**src/rtl/mem_bus_arbiter.sv**
```systemverilog
// mem_bus_arbiter: round-robin arbiter that shares one memory port between instruction-fetch and data requesters.
module mem_bus_arbiter #(
  parameter int ADDR_W = 64
) (
  input  logic              clk,
  input  logic              reset,
  input  logic              ireq_valid,
  input  logic [ADDR_W-1:0] ireq_addr,
  output logic              iresp_addr_ok,
  output logic              iresp_data_ok,
  output logic [31:0]       iresp_data,
  input  logic              dreq_valid,
  input  logic [ADDR_W-1:0] dreq_addr,
  input  logic [2:0]        dreq_size,
  input  logic [7:0]        dreq_strobe,
  input  logic [63:0]       dreq_data,
  output logic              dresp_addr_ok,
  output logic              dresp_data_ok,
  output logic [63:0]       dresp_data,
  output logic              mreq_valid,
  output logic [ADDR_W-1:0] mreq_addr,
  output logic [2:0]        mreq_size,
  output logic [7:0]        mreq_strobe,
  output logic [63:0]       mreq_data,
  input  logic              mresp_addr_ok,
  input  logic              mresp_data_ok,
  input  logic [63:0]       mresp_data,
  output logic              busy
);
  localparam logic [2:0] MSIZE4 = 3'd2;
  typedef enum logic [1:0] {IDLE, GRANT_I, GRANT_D} state_t;
  state_t state, state_n;
  logic last_d, addr_seen, grant_i, grant_d, act_i, act_d;
  logic [ADDR_W-1:0] buf_addr;
  logic [2:0] buf_size;
  logic [7:0] buf_strobe;
  logic [63:0] buf_data;
  always_comb begin
    grant_d = (state == IDLE) && dreq_valid && !(ireq_valid && last_d);
    grant_i = (state == IDLE) && ireq_valid && !grant_d;
    state_n = grant_d ? GRANT_D : grant_i ? GRANT_I : (state != IDLE && mresp_data_ok) ? IDLE : state;
    // responses are only ever routed to the current owner, and never while reset is held
    act_i = !reset && state == GRANT_I;
    act_d = !reset && state == GRANT_D;
    iresp_addr_ok = act_i && mresp_addr_ok && !addr_seen;
    iresp_data_ok = act_i && mresp_data_ok;
    dresp_addr_ok = act_d && mresp_addr_ok && !addr_seen;
    dresp_data_ok = act_d && mresp_data_ok;
    iresp_data = buf_addr[2] ? mresp_data[63:32] : mresp_data[31:0];
    dresp_data = mresp_data;
    busy = state != IDLE;
    mreq_valid = state != IDLE;
    mreq_addr = buf_addr;
    mreq_size = buf_size;
    mreq_strobe = buf_strobe;
    mreq_data = buf_data;
  end
  always_ff @(posedge clk) begin
    if (reset) begin
      state <= IDLE;
      last_d <= 1'b0;
      addr_seen <= 1'b0;
      buf_addr <= '0;
      buf_size <= '0;
      buf_strobe <= '0;
      buf_data <= '0;
    end else begin
      state <= state_n;
      addr_seen <= (state != IDLE) && !mresp_data_ok && (addr_seen || mresp_addr_ok);
      if (grant_i || grant_d) begin
        last_d <= grant_d;
        buf_addr <= grant_d ? dreq_addr : ireq_addr;
        buf_size <= grant_d ? dreq_size : MSIZE4;
        buf_strobe <= grant_d ? dreq_strobe : 8'h00;
        buf_data <= grant_d ? dreq_data : 64'h0;
      end
    end
  end
endmodule

```
**config.mk**
```make
export PLATFORM = sky130hd
export DESIGN_NAME = mem_bus_arbiter
export DESIGN_NICKNAME = d
export VERILOG_FILES = /design/src/rtl/mem_bus_arbiter.sv
export SDC_FILE = /design/constraint.sdc
export NUM_CORES = 1
export LEC_CHECK = 0
export BUFFER_PORTS_ARGS = -buffer_cell sky130_fd_sc_hd__buf_2
export CORE_AREA = 2 2 200 202
export DETAILED_ROUTE_END_ITERATION = 8
export DIE_AREA = 0 0 202 204
export PLACE_DENSITY = 0.48
export SLEW_MARGIN = 20
export SYNTH_ARGS = -nofsm -noshare
export SYNTH_HDL_FRONTEND = slang
export SYNTH_SLANG_ARGS = --single-unit
```
**constraint.sdc**
```tcl
create_clock -name clk -period 1.75 [get_ports clk]
set_input_delay 0.35 -clock clk [delete_from_list [all_inputs] [get_ports clk]]
set_output_delay 0.35 -clock clk [all_outputs]
set_load 0.05 [all_outputs]
```
# [Yosys cells after proc, flatten, opt, wreduce, memory -nomap -nowiden]
# Cells that the tools add are included.
[classes] eq_ne=2 mux=8 n_reduce_logical=28
[op_table] cell="$mux W64" count=2
[op_table] cell="$mux W32" count=1
[op_table] cell="$logic_and A1 B1 Y1" count=16
[op_table] cell="$mux W8" count=1
[op_table] cell="$mux W2" count=3
[op_table] cell="$logic_not A1 Y1" count=5
[op_table] cell="$reduce_bool A2 Y1" count=2
[op_table] cell="$mux W3" count=1
[op_table] cell="$reduce_bool A3 Y1" count=1
[op_table] cell="$eq A2 B1 Y1 const B" count=1
[op_table] cell="$eq A2 B2 Y1 const B" count=1
[op_table] cell="$logic_not A2 Y1" count=1
[op_table] cell="$logic_or A1 B1 Y1" count=2
[op_table] cell="$reduce_or A2 Y1" count=1
[totals] register_bits=143 output_inout_bits=241 elab_cells=46

# [Depth between registers and ports, before layout]
# Gate-level depths: netlist of run 1.
[logic_depth] depth_word=7 ltp_mapped=7

# [Least setup slack after synthesis of run 1]
# OpenSTA, ideal clock, no wires.
[synth_timing] kind="register to output" from="register buf_addr[2] (netlist: mreq_addr[2])" to="output port iresp_data[10]" t_arrival_ns=1.721 t_required_ns=1.400 slack_ns=-0.321 stages_incl_launch_ff=4 n_path_buf=2 path_cell_list="dfxtp_1 clkbuf_1 clkbuf_1 mux2_2"
[synth_via] elab_chain_cells=1
[synth_rtl] element="from (decl)" line="34" source="logic [ADDR_W-1:0] buf_addr;"
[synth_rtl] element="from (signal assigned)" line="72" source="buf_addr <= grant_d ? dreq_addr : ireq_addr;"
[synth_rtl] element="$mux W32" line="49" source="iresp_data = buf_addr[2] ? mresp_data[63:32] : mresp_data[31:0];"
[synth_rtl] element="to (decl)" line="11" source="output logic [31:0] iresp_data,"
# No other way between the ends.

# [Final worst setup path of run 1]
# Same ends and word-level chain as after synthesis.

==> results.sh, run 1 <==
export IMPL_fin_crit_ns=1.88
export IMPL_yosysWarnings=0
export IMPL_cts_buffer_depth=2
export IMPL_leakagePower_nw=4.70
export IMPL_violations="negative setup slack"
export IMPL_rsz0062_at_grt="true"
export IMPL_yosysUniqueCellTypes=33
export IMPL_synth_edf_count=0
export IMPL_pre_cts_slack_ns=0.0678
export IMPL_slew_violations=0
export IMPL_worst_slack_ns=-0.135
export IMPL_cts_made_buffers=17
export IMPL_drv_cap=0
export IMPL_syn_inst=661
export IMPL_io_buffers=513
export IMPL_critPathKind="flip-flop to output port"
export IMPL_synth_flop_cell="dfxtp_1"
export IMPL_stdcell_area_um2=9920
export IMPL_ir_worst_vdd_v=0.000562
export IMPL_grt_max_degree=79
export IMPL_final_setup_skew_ns=0.0139
export IMPL_worstPathRequired_ns=1.40
export IMPL_syn_nets=934
export IMPL_syn_area_um2=6220
export IMPL_drc_errors=0
export IMPL_num_fill_cells=4295
export IMPL_power_density_nw_per_um2=1130
export IMPL_synth_top_cell_area_share_pct=46.0
export IMPL_layout_drive_gt1_share_pct=56.7
export IMPL_holdPathStages=2
export IMPL_max_stage_delay_ns=0.39
export IMPL_syn_to_final_growth_pct=59.5
export IMPL_ff_latch_area_um2=2870
export IMPL_initial_core_util_pct=15.9
export IMPL_status="finished with violations"
export IMPL_synth_seq_cells=143
export IMPL_worst_ep_arrival_time_ns=1.53
export IMPL_maxSlewHeadroom_pct=59.4
export IMPL_async_flop_share_pct=0
export IMPL_setup_viol=32
export IMPL_place_gp_congestion=0.807
export IMPL_hold_class="input pin to flip-flop"
export IMPL_tightest_slew_ns=0.609
export IMPL_io_pins=514
export IMPL_std_cell_rows=73
export IMPL_drtIter0Drc=443
export IMPL_cts_root_buf="clkbuf_16"
export IMPL_fmax_mhz=531
export IMPL_synth_area_per_cell_um2=9.41
export IMPL_grt_remaining_overflow=0
export IMPL_clock_latency_ns=0.44
export IMPL_synth_top_area_cell="dfxtp_1"
export IMPL_antenna_found_initial=4
export IMPL_ys_seq_area_share_pct=46.0
export IMPL_grt_usage_pct=13.1
export IMPL_die_w_um=202
export IMPL_grt_first_pass_wirelength_mm=41.2
export IMPL_worst_path_max_delay_cell="dfxtp_4"
export IMPL_hold_viol=0
export IMPL_clk_pin_slew_worst_paths_ns=0.07
export IMPL_htree_levels=4
export IMPL_placed_area_um2=8940
export IMPL_vias=6841
export IMPL_r2r_cells=6
export IMPL_dr_pass1_iters=5
export IMPL_synth_area_leaders="dfxtp_1 (46%), a22o_1 (10%), nand3_1 (9.4%)"
export IMPL_wl_per_cell_um=17.7
export IMPL_multiInputGateArea_um2=2640
export IMPL_holdBufCountCts=0
export IMPL_dp_hpwl_mm=21.5
export IMPL_nets=1360
export IMPL_worst_setup_path_end_kind="output port"
export IMPL_period_share_pct=108
export IMPL_totalWireLength_mm=28.9
export IMPL_dieArea_um2=41200
export IMPL_cts_sinks=143
export IMPL_cts_tree="built"
export IMPL_critical_path_max_fanout=16
export IMPL_die_h_um=204
export IMPL_ant_nets=0
export IMPL_crit_chain="buf_16 > mux2_2 > buf_6"
export IMPL_start_kind="flip-flop"
export IMPL_fp_coreArea_um2=39200
export IMPL_viasPerCell=4.20
export IMPL_grt_pass1_vias=6610
[worst max-delay path, delay by kind of cell, from the launching register on]
family / cells / cell delay [ns]
muxes: 1 / 0.36
DFF: 1 / 0.39
buffers and inverters: 2 / 0.34
[cell families (layout without fill, tap and decap cells)]
family / count (synthesis) / after routing / share of synthesized area [%]
compound gates: 206 / 206 / 22.9
simple gates: 145 / 145 / 12.1
flops: 143 / 143 / 46.0
buf+inv: 135 / 574 / 13.2
mux: 32 / 32 / 5.79
other cells: 0 / 3 / 0
[per-stage QoR]
stage	hold slack, ns	power (mW)	utilization [%]	setup TNS (ns)	cells
floorplan	0.429	6.20	-	-4.65	661
global placement	0.459	7.23	22.8	0	1591
detailed placement	0.458	7.23	22.8	0	1591
CTS	0.0864	11.3	25.1	-5.14	1625
global route	0.100	11.7	25.3	-5.43	1626
finish	0.114	11.2	25.3	-3.59	1628
[cell usage in the layout (no fill, tap or decap), drive strengths merged, types with 2 or more instances in the layout]
| cell | netlist | routed |
|---|---|---|
| diode | 0 | 3 |
| dfxtp | 143 | 143 |
| a21oi | 3 | 3 |
| bufinv | 0 | 2 |
| o21ai | 59 | 59 |
| mux2 | 32 | 32 |
| nand3 | 117 | 117 |
| buf | 95 | 539 |
| inv | 3 | 10 |
| and4 | 4 | 4 |
| clkinv | 0 | 4 |
| nand2 | 8 | 8 |
| clkbuf | 37 | 18 |
| a31oi | 60 | 60 |
| a221o | 4 | 4 |
| nand2b | 3 | 3 |
| o31ai | 2 | 2 |
| a22o | 74 | 74 |
| nor2 | 7 | 7 |
[area by class of cell]
| type | instances | area share [%] |
|---|---|---|
| antenna | 3 | 0.0757 |
| clock buffer | 18 | 4.43 |
| clock inverter | 14 | 1.74 |
| inverter | 3 | 0.113 |
| multi-input combinational | 383 | 26.6 |
| sequential | 143 | 28.9 |
| tap | 525 | 6.62 |
| timing repair buffer | 539 | 31.6 |
[synth_stat cells (2+ instances only)]
cell type,number
a21oi_1,3
mux2_2,32
a31oi_1,60
buf_1,2
a221o_1,4
buf_2,20
nand2b_1,3
a22o_1,74
nand2_1,8
clkbuf_1,36
o31ai_1,2
buf_6,4
nand3_1,117
and4_1,4
nor2_1,6
o21ai_0,57
buf_4,69
o21ai_1,2
dfxtp_1,143
inv_2,2
[power by group]
part / switching (mW) / total, mW / internal (mW)
logic: 2.57 / 3.65 / 1.08
registers: 0.141 / 3.68 / 3.54
clock network: 1.67 / 3.86 / 2.19
total: 4.39 / 11.2 / 6.81
[registers in the layout, summed over array words and instances (netlist names)]
signal,cells
last_d,1
addr_seen,1
mreq_addr,64
mreq_size,3
mreq_data,64
mreq_strobe,8
state,2
[what timing repair did]
action | in CTS | in global routing
cloned | 1 | 0
buffers inserted | 1 | 0
setup endpoints to repair | 38 | 38
pin swaps | 2 | 3
resized for setup | 83 | 21
hold endpoints to repair | 0 | 0
[path summary, 6_finish.rpt]
| path | start | to | slack, ns |
|---|---|---|---|
| worst min register to register | mreq_addr[25] | mreq_addr[25] | 0.47 |
| worst max-delay path | mreq_addr[2] | iresp_data[10] | -0.13 |
| worst max register to register | state[1] | mreq_data[26] | 0.21 |
| worst min-delay path | dreq_data[9] | mreq_data[9] | 0.11 |
[metal layers]
metal,vias up,part of all wire (%),GRT usage [%]
met2,265,47,20.1
met3,29,6.0,3.51
met5,-,0.080,0
met1,3280,45,17.9
met4,4,1.8,4.39
li1,3263,-,-
Note: power is estimated with default switching activity, not from simulation.
==> run 2: changes to the inputs <==
--- a/config.mk
+++ b/config.mk
@@ -5,11 +5,12 @@
 export SDC_FILE = /design/constraint.sdc
 export NUM_CORES = 1
 export LEC_CHECK = 0
+export ABC_AREA = 1
 export BUFFER_PORTS_ARGS = -buffer_cell sky130_fd_sc_hd__buf_2
-export CORE_AREA = 2 2 200 202
+export CORE_AREA = 4 4 196 198
 export DETAILED_ROUTE_END_ITERATION = 8
-export DIE_AREA = 0 0 202 204
-export PLACE_DENSITY = 0.48
+export DIE_AREA = 0 0 200 202
+export PLACE_DENSITY = 0.52
 export SLEW_MARGIN = 20
 export SYNTH_ARGS = -nofsm -noshare
 export SYNTH_HDL_FRONTEND = slang
==> results.sh, run 2 <==
export IMPL_yosysWarnings=0
export IMPL_grt_first_pass_wirelength_mm=50.5
export IMPL_initial_core_util_pct=19.0
export IMPL_grt_remaining_overflow=0
export IMPL_synth_seq_cells=143
export IMPL_ir_worst_vdd_v=0.000643
export IMPL_drc_errors=0
export IMPL_critical_path_max_fanout=17
export IMPL_synth_top_cell_area_share_pct=41.4
export IMPL_viasPerCell=4.39
export IMPL_hold_class="input pin to flip-flop"
export IMPL_start_kind="flip-flop"
export IMPL_setup_viol=32
export IMPL_syn_to_final_growth_pct=53.9
export IMPL_synth_edf_count=0
export IMPL_power_density_nw_per_um2=1070
export IMPL_critPathKind="flip-flop to output port"
export IMPL_synth_top_family_by_area="simple AND/OR/NAND/NOR gates"
export IMPL_hold_path_endpoint="mreq_data[37]"
export IMPL_tightest_slew_ns=0.553
export IMPL_fp_coreArea_um2=36500
export IMPL_fmax_mhz=533
export IMPL_io_buffers=513
export IMPL_cts_root_buf="clkbuf_16"
export IMPL_fin_crit_ns=1.87
export IMPL_synth_compound_area_share_pct=0.325
export IMPL_vias=8204
export IMPL_io_pins=514
export IMPL_worst_setup_path_end_kind="output port"
export IMPL_final_common_cell="buf_2"
export IMPL_period_share_pct=107
export IMPL_yosys_area_share_simple_pct=37.2
export IMPL_synth_area_per_cell_um2=7.26
export IMPL_syn_nets=1226
export IMPL_hp_start="dreq_data[37]"
export IMPL_stdcell_area_um2=10700
export IMPL_r2r_setup_slack_ns=0.28
export IMPL_muxShareOfSynthArea_pct=5.21
export IMPL_leakagePower_nw=5.99
export IMPL_synthAdderAreaFrac_pct=0
export IMPL_violations="negative setup slack"
export IMPL_slew_violations=0
export IMPL_clk_pin_slew_worst_paths_ns=0.07
export IMPL_holdPathStages=3
export IMPL_place_gp_congestion=0.851
export IMPL_grt_pass1_vias=8191
export IMPL_synthTopCellsByCount="nand2_1 (289), nand3_1 (204), dfxtp_1 (143), buf_4 (78), inv_1 (64)"
export IMPL_final_setup_skew_ns=0.00916
export IMPL_cts_made_buffers=17
export IMPL_grt_usage_pct=16.7
export IMPL_synth_most_common_cell="nand2_1"
export IMPL_timing_rr_end="mreq_data[7]"
export IMPL_synth_area_leaders="dfxtp_1 (41%), nand2_1 (16%), nand3_1 (15%)"
export IMPL_htree_levels=4
export IMPL_hold_viol=0
export IMPL_synth_xor_area_share_pct=0
export IMPL_dieArea_um2=40400
export IMPL_post_route_util_pct=29.2
export IMPL_yosysUniqueCellTypes=20
export IMPL_final_cells=1869
export IMPL_async_flop_share_pct=0
export IMPL_syn_area_um2=6920
export IMPL_status="finished with violations"
export IMPL_drtIter0Drc=346
export IMPL_nets=1647
export IMPL_drv_cap=0
export IMPL_placed_area_um2=9620
export IMPL_ys_seq_area_share_pct=41.4
export IMPL_worstPathRequired_ns=1.40
export IMPL_worst_ep_arrival_time_ns=1.52
export IMPL_clock_latency_ns=0.44
export IMPL_grt_max_degree=75
export IMPL_cts_tree="built"
export IMPL_synth_flop_cell="dfxtp_1"
export IMPL_worst_slack_ns=-0.125
export IMPL_synth_top_area_cell="dfxtp_1"
export IMPL_ant_nets=0
export IMPL_num_fill_cells=4018
export IMPL_dp_cells=1820
export IMPL_die_w_um=200
export IMPL_reg2reg_from="state[1]"
export IMPL_r2r_cells=7
export IMPL_cts_sinks=143
export IMPL_syn_inst=953
export IMPL_dp_hpwl_mm=27.6
export IMPL_std_cell_rows=70
export IMPL_cts_buffer_depth=2
export IMPL_antenna_found_initial=27
export IMPL_totalWireLength_mm=35.8
export IMPL_rsz0062_at_grt="true"
export IMPL_layout_drive_gt1_share_pct=45.1
export IMPL_maxSlewHeadroom_pct=63.1
export IMPL_final_cell_mix="buf_2 (475), nand2_1 (286), nand3_1 (202), dfxtp_1 (140), inv_1 (63)"
export IMPL_die_h_um=202
export IMPL_dr_pass1_iters=5
export IMPL_wl_per_cell_um=19.1
[run 2: layer usage]
| metal | vias up | GRT usage [%] | wire (um) |
|---|---|---|---|
| met1 | 3772 | 16.9 | 12700 |
| met3 | 65 | 6.53 | 3300 |
| met2 | 439 | 29.4 | 18700 |
| li1 | 3920 | - | - |
| met5 | - | 0 | 41 |
| met4 | 8 | 8.66 | 972 |
[run 2: through the flow]
step | setup slack (ns) | setup TNS [ns] | hold slack [ns] | total power [mW]
6_report | -0.125 | -3.62 | 0.106 | 11.4
5_1_grt | -0.163 | -4.91 | 0.0697 | 11.9
4_1_cts | -0.165 | -4.46 | 0.0677 | 11.5
3_5_place_dp | 0.214 | 0 | 0.453 | 7.57
3_3_place_gp | 0.218 | 0 | 0.449 | 7.55
2_1_floorplan | -0.0787 | -0.147 | 0.419 | 6.44
[run 2: layout make-up]
type / instances / area, um^2 / area share [%]
clock inverter: 13 / 131 / 1.23
multi-input combinational: 603 / 3110 / 29.2
inverter: 67 / 259 / 2.43
timing repair buffer: 542 / 3210 / 30.1
antenna: 14 / 35.0 / 0.329
tap: 468 / 586 / 5.50
clock buffer: 19 / 443 / 4.16
sequential: 143 / 2870 / 27.0
[run 2: where the power goes]
group | switching (mW) | leakage, nW | internal, mW | total, mW
clock | 1.65 | 0.282 | 2.03 | 3.68
combinational | 2.82 | 4.53 | 1.15 | 3.97
sequential | 0.168 | 1.18 | 3.54 | 3.71
total | 4.64 | 5.99 | 6.72 | 11.4
[run 2: logic make-up after synthesis]
family	count (synthesis)
and+or+nand+nor	567
buffers and inverters	207
DFF	143
muxes	32
AOI/OAI and AO/OA	4
[run 2: worst max path at each step]
stage                      start        endpoint  slack (ns)  cells after the start
floorplan                  reset   iresp_addr_ok       -0.08                      4
global placement      ireq_valid   mreq_addr[58]        0.22                      9
detailed placement    ireq_valid   mreq_addr[54]        0.21                      9
CTS                 mreq_addr[2]   iresp_data[5]       -0.16                      3
global route        mreq_addr[2]  iresp_data[23]       -0.16                      3
finish              mreq_addr[2]  iresp_data[13]       -0.12                      3
[run 2: critical path, stage by stage (launching register included)]
cell	delay, ns
dfxtp_4	0.41
buf_16	0.20
mux2_4	0.32
buf_6	0.15
[run 2: what timing repair did]
item,4_1_cts,5_1_grt
hold buffers,0,0
pin swaps,0,2
setup endpoints to repair,38,37
cloned,1,1
resized for setup,79,30
buffers inserted,0,1
==> run 3: changes to the inputs <==
--- a/config.mk
+++ b/config.mk
@@ -11,6 +11,7 @@
 export DETAILED_ROUTE_END_ITERATION = 8
 export DIE_AREA = 0 0 200 202
 export PLACE_DENSITY = 0.52
+export RECOVER_POWER = 100
 export SLEW_MARGIN = 20
 export SYNTH_ARGS = -nofsm -noshare
 export SYNTH_HDL_FRONTEND = slang
==> results.sh, run 3 (synthesized netlist as in run 2, its figures left out) <==
export IMPL_pre_cts_slack_ns=0.214
export IMPL_timing_rr_end="mreq_data[18]"
export IMPL_ant_nets=0
export IMPL_grt_usage_pct=16.7
export IMPL_htree_levels=4
export IMPL_antenna_found_initial=27
export IMPL_maxSlewHeadroom_pct=54.9
export IMPL_place_gp_congestion=0.851
export IMPL_stdcell_area_um2=10500
export IMPL_dp_cells=1820
export IMPL_grt_first_pass_wirelength_mm=50.5
export IMPL_ir_worst_vdd_v=0.000643
export IMPL_clkPwrFrac_pct=32.6
export IMPL_hold_class="input pin to flip-flop"
export IMPL_internal_power_mw=6.66
export IMPL_placed_area_um2=9620
export IMPL_die_w_um=200
export IMPL_cts_buffer_depth=2
export IMPL_holdWs_ns=0.105
export IMPL_hp_start="dreq_data[37]"
export IMPL_critPathKind="flip-flop to output port"
export IMPL_worst_path_max_delay_cell="dfxtp_4"
export IMPL_crit_path_start="mreq_addr[2]"
export IMPL_std_cell_rows=70
export IMPL_worstPathRequired_ns=1.40
export IMPL_syn_to_final_growth_pct=51.7
export IMPL_io_buffers=513
export IMPL_vias=8206
export IMPL_cts_root_buf="clkbuf_16"
export IMPL_critical_path_max_fanout=17
export IMPL_grt_max_degree=75
export IMPL_worst_slack_ns=-0.124
export IMPL_hold_path_endpoint="mreq_data[37]"
export IMPL_totalWireLength_mm=35.8
export IMPL_reg2reg_from="state[1]"
export IMPL_holdPathStages=3
export IMPL_hold_viol=0
export IMPL_grt_pass1_vias=8191
export IMPL_power_total_mw=11.3
export IMPL_cts_made_buffers=17
export IMPL_setup_viol=35
export IMPL_fp_coreArea_um2=36500
export IMPL_fin_crit_ns=1.87
export IMPL_viasPerCell=4.39
export IMPL_cts_tree="built"
export IMPL_worst_setup_path_end_kind="output port"
export IMPL_nets=1647
export IMPL_p_sw_share_pct=41.0
export IMPL_holdBufCountCts=0
export IMPL_final_setup_skew_ns=0.00833
export IMPL_switchingPower_mw=4.64
export IMPL_die_h_um=202
export IMPL_power_density_nw_per_um2=1080
export IMPL_tightest_slew_ns=0.679
export IMPL_crit_chain="buf_16 > mux2_4 > buf_6"
export IMPL_final_common_cell="nand2_1"
export IMPL_grt_remaining_overflow=0
export IMPL_p_comb_share_pct=34.6
export IMPL_worst_ep_arrival_time_ns=1.52
export IMPL_dieArea_um2=40400
export IMPL_period_share_pct=107
export IMPL_drtIter0Drc=350
export IMPL_fmax_mhz=534
export IMPL_drc_errors=0
export IMPL_clk_pin_slew_worst_paths_ns=0.07
export IMPL_clock_latency_ns=0.44
export IMPL_initial_core_util_pct=19.0
export IMPL_io_pins=514
export IMPL_max_stage_delay_ns=0.41
export IMPL_violations="negative setup slack"
export IMPL_final_cell_mix="nand2_1 (287), buf_2 (273), nand3_1 (203), dfxtp_1 (141), clkbuf_2 (125)"
export IMPL_dp_hpwl_mm=27.6
export IMPL_seq_power_share_pct=32.9
export IMPL_wl_per_cell_um=19.2
export IMPL_cts_sinks=143
export IMPL_status="finished with violations"
export IMPL_drv_cap=0
export IMPL_dr_pass1_iters=5
export IMPL_r2r_cells=7
export IMPL_start_kind="flip-flop"
export IMPL_final_cells=1869
export IMPL_slew_violations=0
export IMPL_layout_drive_gt1_share_pct=39.1
export IMPL_leakagePower_nw=5.66
export IMPL_r2r_setup_slack_ns=0.09
export IMPL_rsz0062_at_grt="true"
## run 3: cell types whose count changed in the layout (fill, tap and decap cells not counted), moves of 2 or more
| cell | before | now |
|---|---|---|
| buf_6 | 28 | 30 |
| nor2_4 | 4 | 2 |
| nor2_1 | 2 | 4 |
| buf_2 | 475 | 273 |
| buf_12 | 10 | 8 |
| clkbuf_1 | 1 | 78 |
| clkbuf_2 | 0 | 125 |
## run 3: repair_timing
action | CTS | global route
setup buffers | 0 | 1
resized for setup | 79 | 30
setup endpoints to repair | 38 | 37
cloned | 1 | 1
pin swaps | 0 | 2
## run 3: metal layers
| metal | global-route usage (%) | share of wire (%) | routed length [um] | vias up |
|---|---|---|---|---|
| met1 | 16.9 | 36 | 12800 | 3761 |
| met5 | 0 | 0.11 | 41 | - |
| met2 | 29.4 | 52 | 18700 | 441 |
| li1 | - | - | - | 3926 |
| met4 | 8.66 | 2.7 | 956 | 8 |
| met3 | 6.53 | 9.2 | 3290 | 70 |
## run 3: final cells by class
type                       instances  area (um^2)
antenna                           14         35.0
clock buffer                      19          443
clock inverter                    13          131
fill                            4091        26000
inverter                          67          259
multi-input combinational        603         3080
sequential                       143         2870
tap                              468          586
timing repair buffer             542         3090
## run 3: worst max path at each step
stage               cells past startpoint             end
floorplan                               4   iresp_addr_ok
global placement                        9   mreq_addr[58]
detailed placement                      9   mreq_addr[54]
CTS                                     3   iresp_data[5]
global route                            3  iresp_data[23]
finish                                  3  iresp_data[13]
## run 3: worst max-delay path: cells and delay by family (launching register included)
family | cells | cell delay [ns]
mux | 1 | 0.32
flops | 1 | 0.41
buf+inv | 2 | 0.34
## run 3: per-stage QoR
step / TNS [ns] / utilization [%]
2_1_floorplan: -0.147 / -
6_report: -3.65 / 28.7
5_1_grt: -7.24 / 28.7
3_3_place_gp: 0 / 26.4
3_5_place_dp: 0 / 26.4
4_1_cts: -4.46 / 28.7
## run 3: power by group through the flow
stage / Sequential [mW] / Combinational [mW] / Clock, mW
floorplan: 4.69 / 1.75 / 0
global placement: 3.76 / 3.80 / 0
detailed placement: 3.77 / 3.80 / 0
CTS: 3.70 / 3.95 / 3.85
global route: 3.75 / 4.17 / 3.96
finish: 3.72 / 3.91 / 3.68
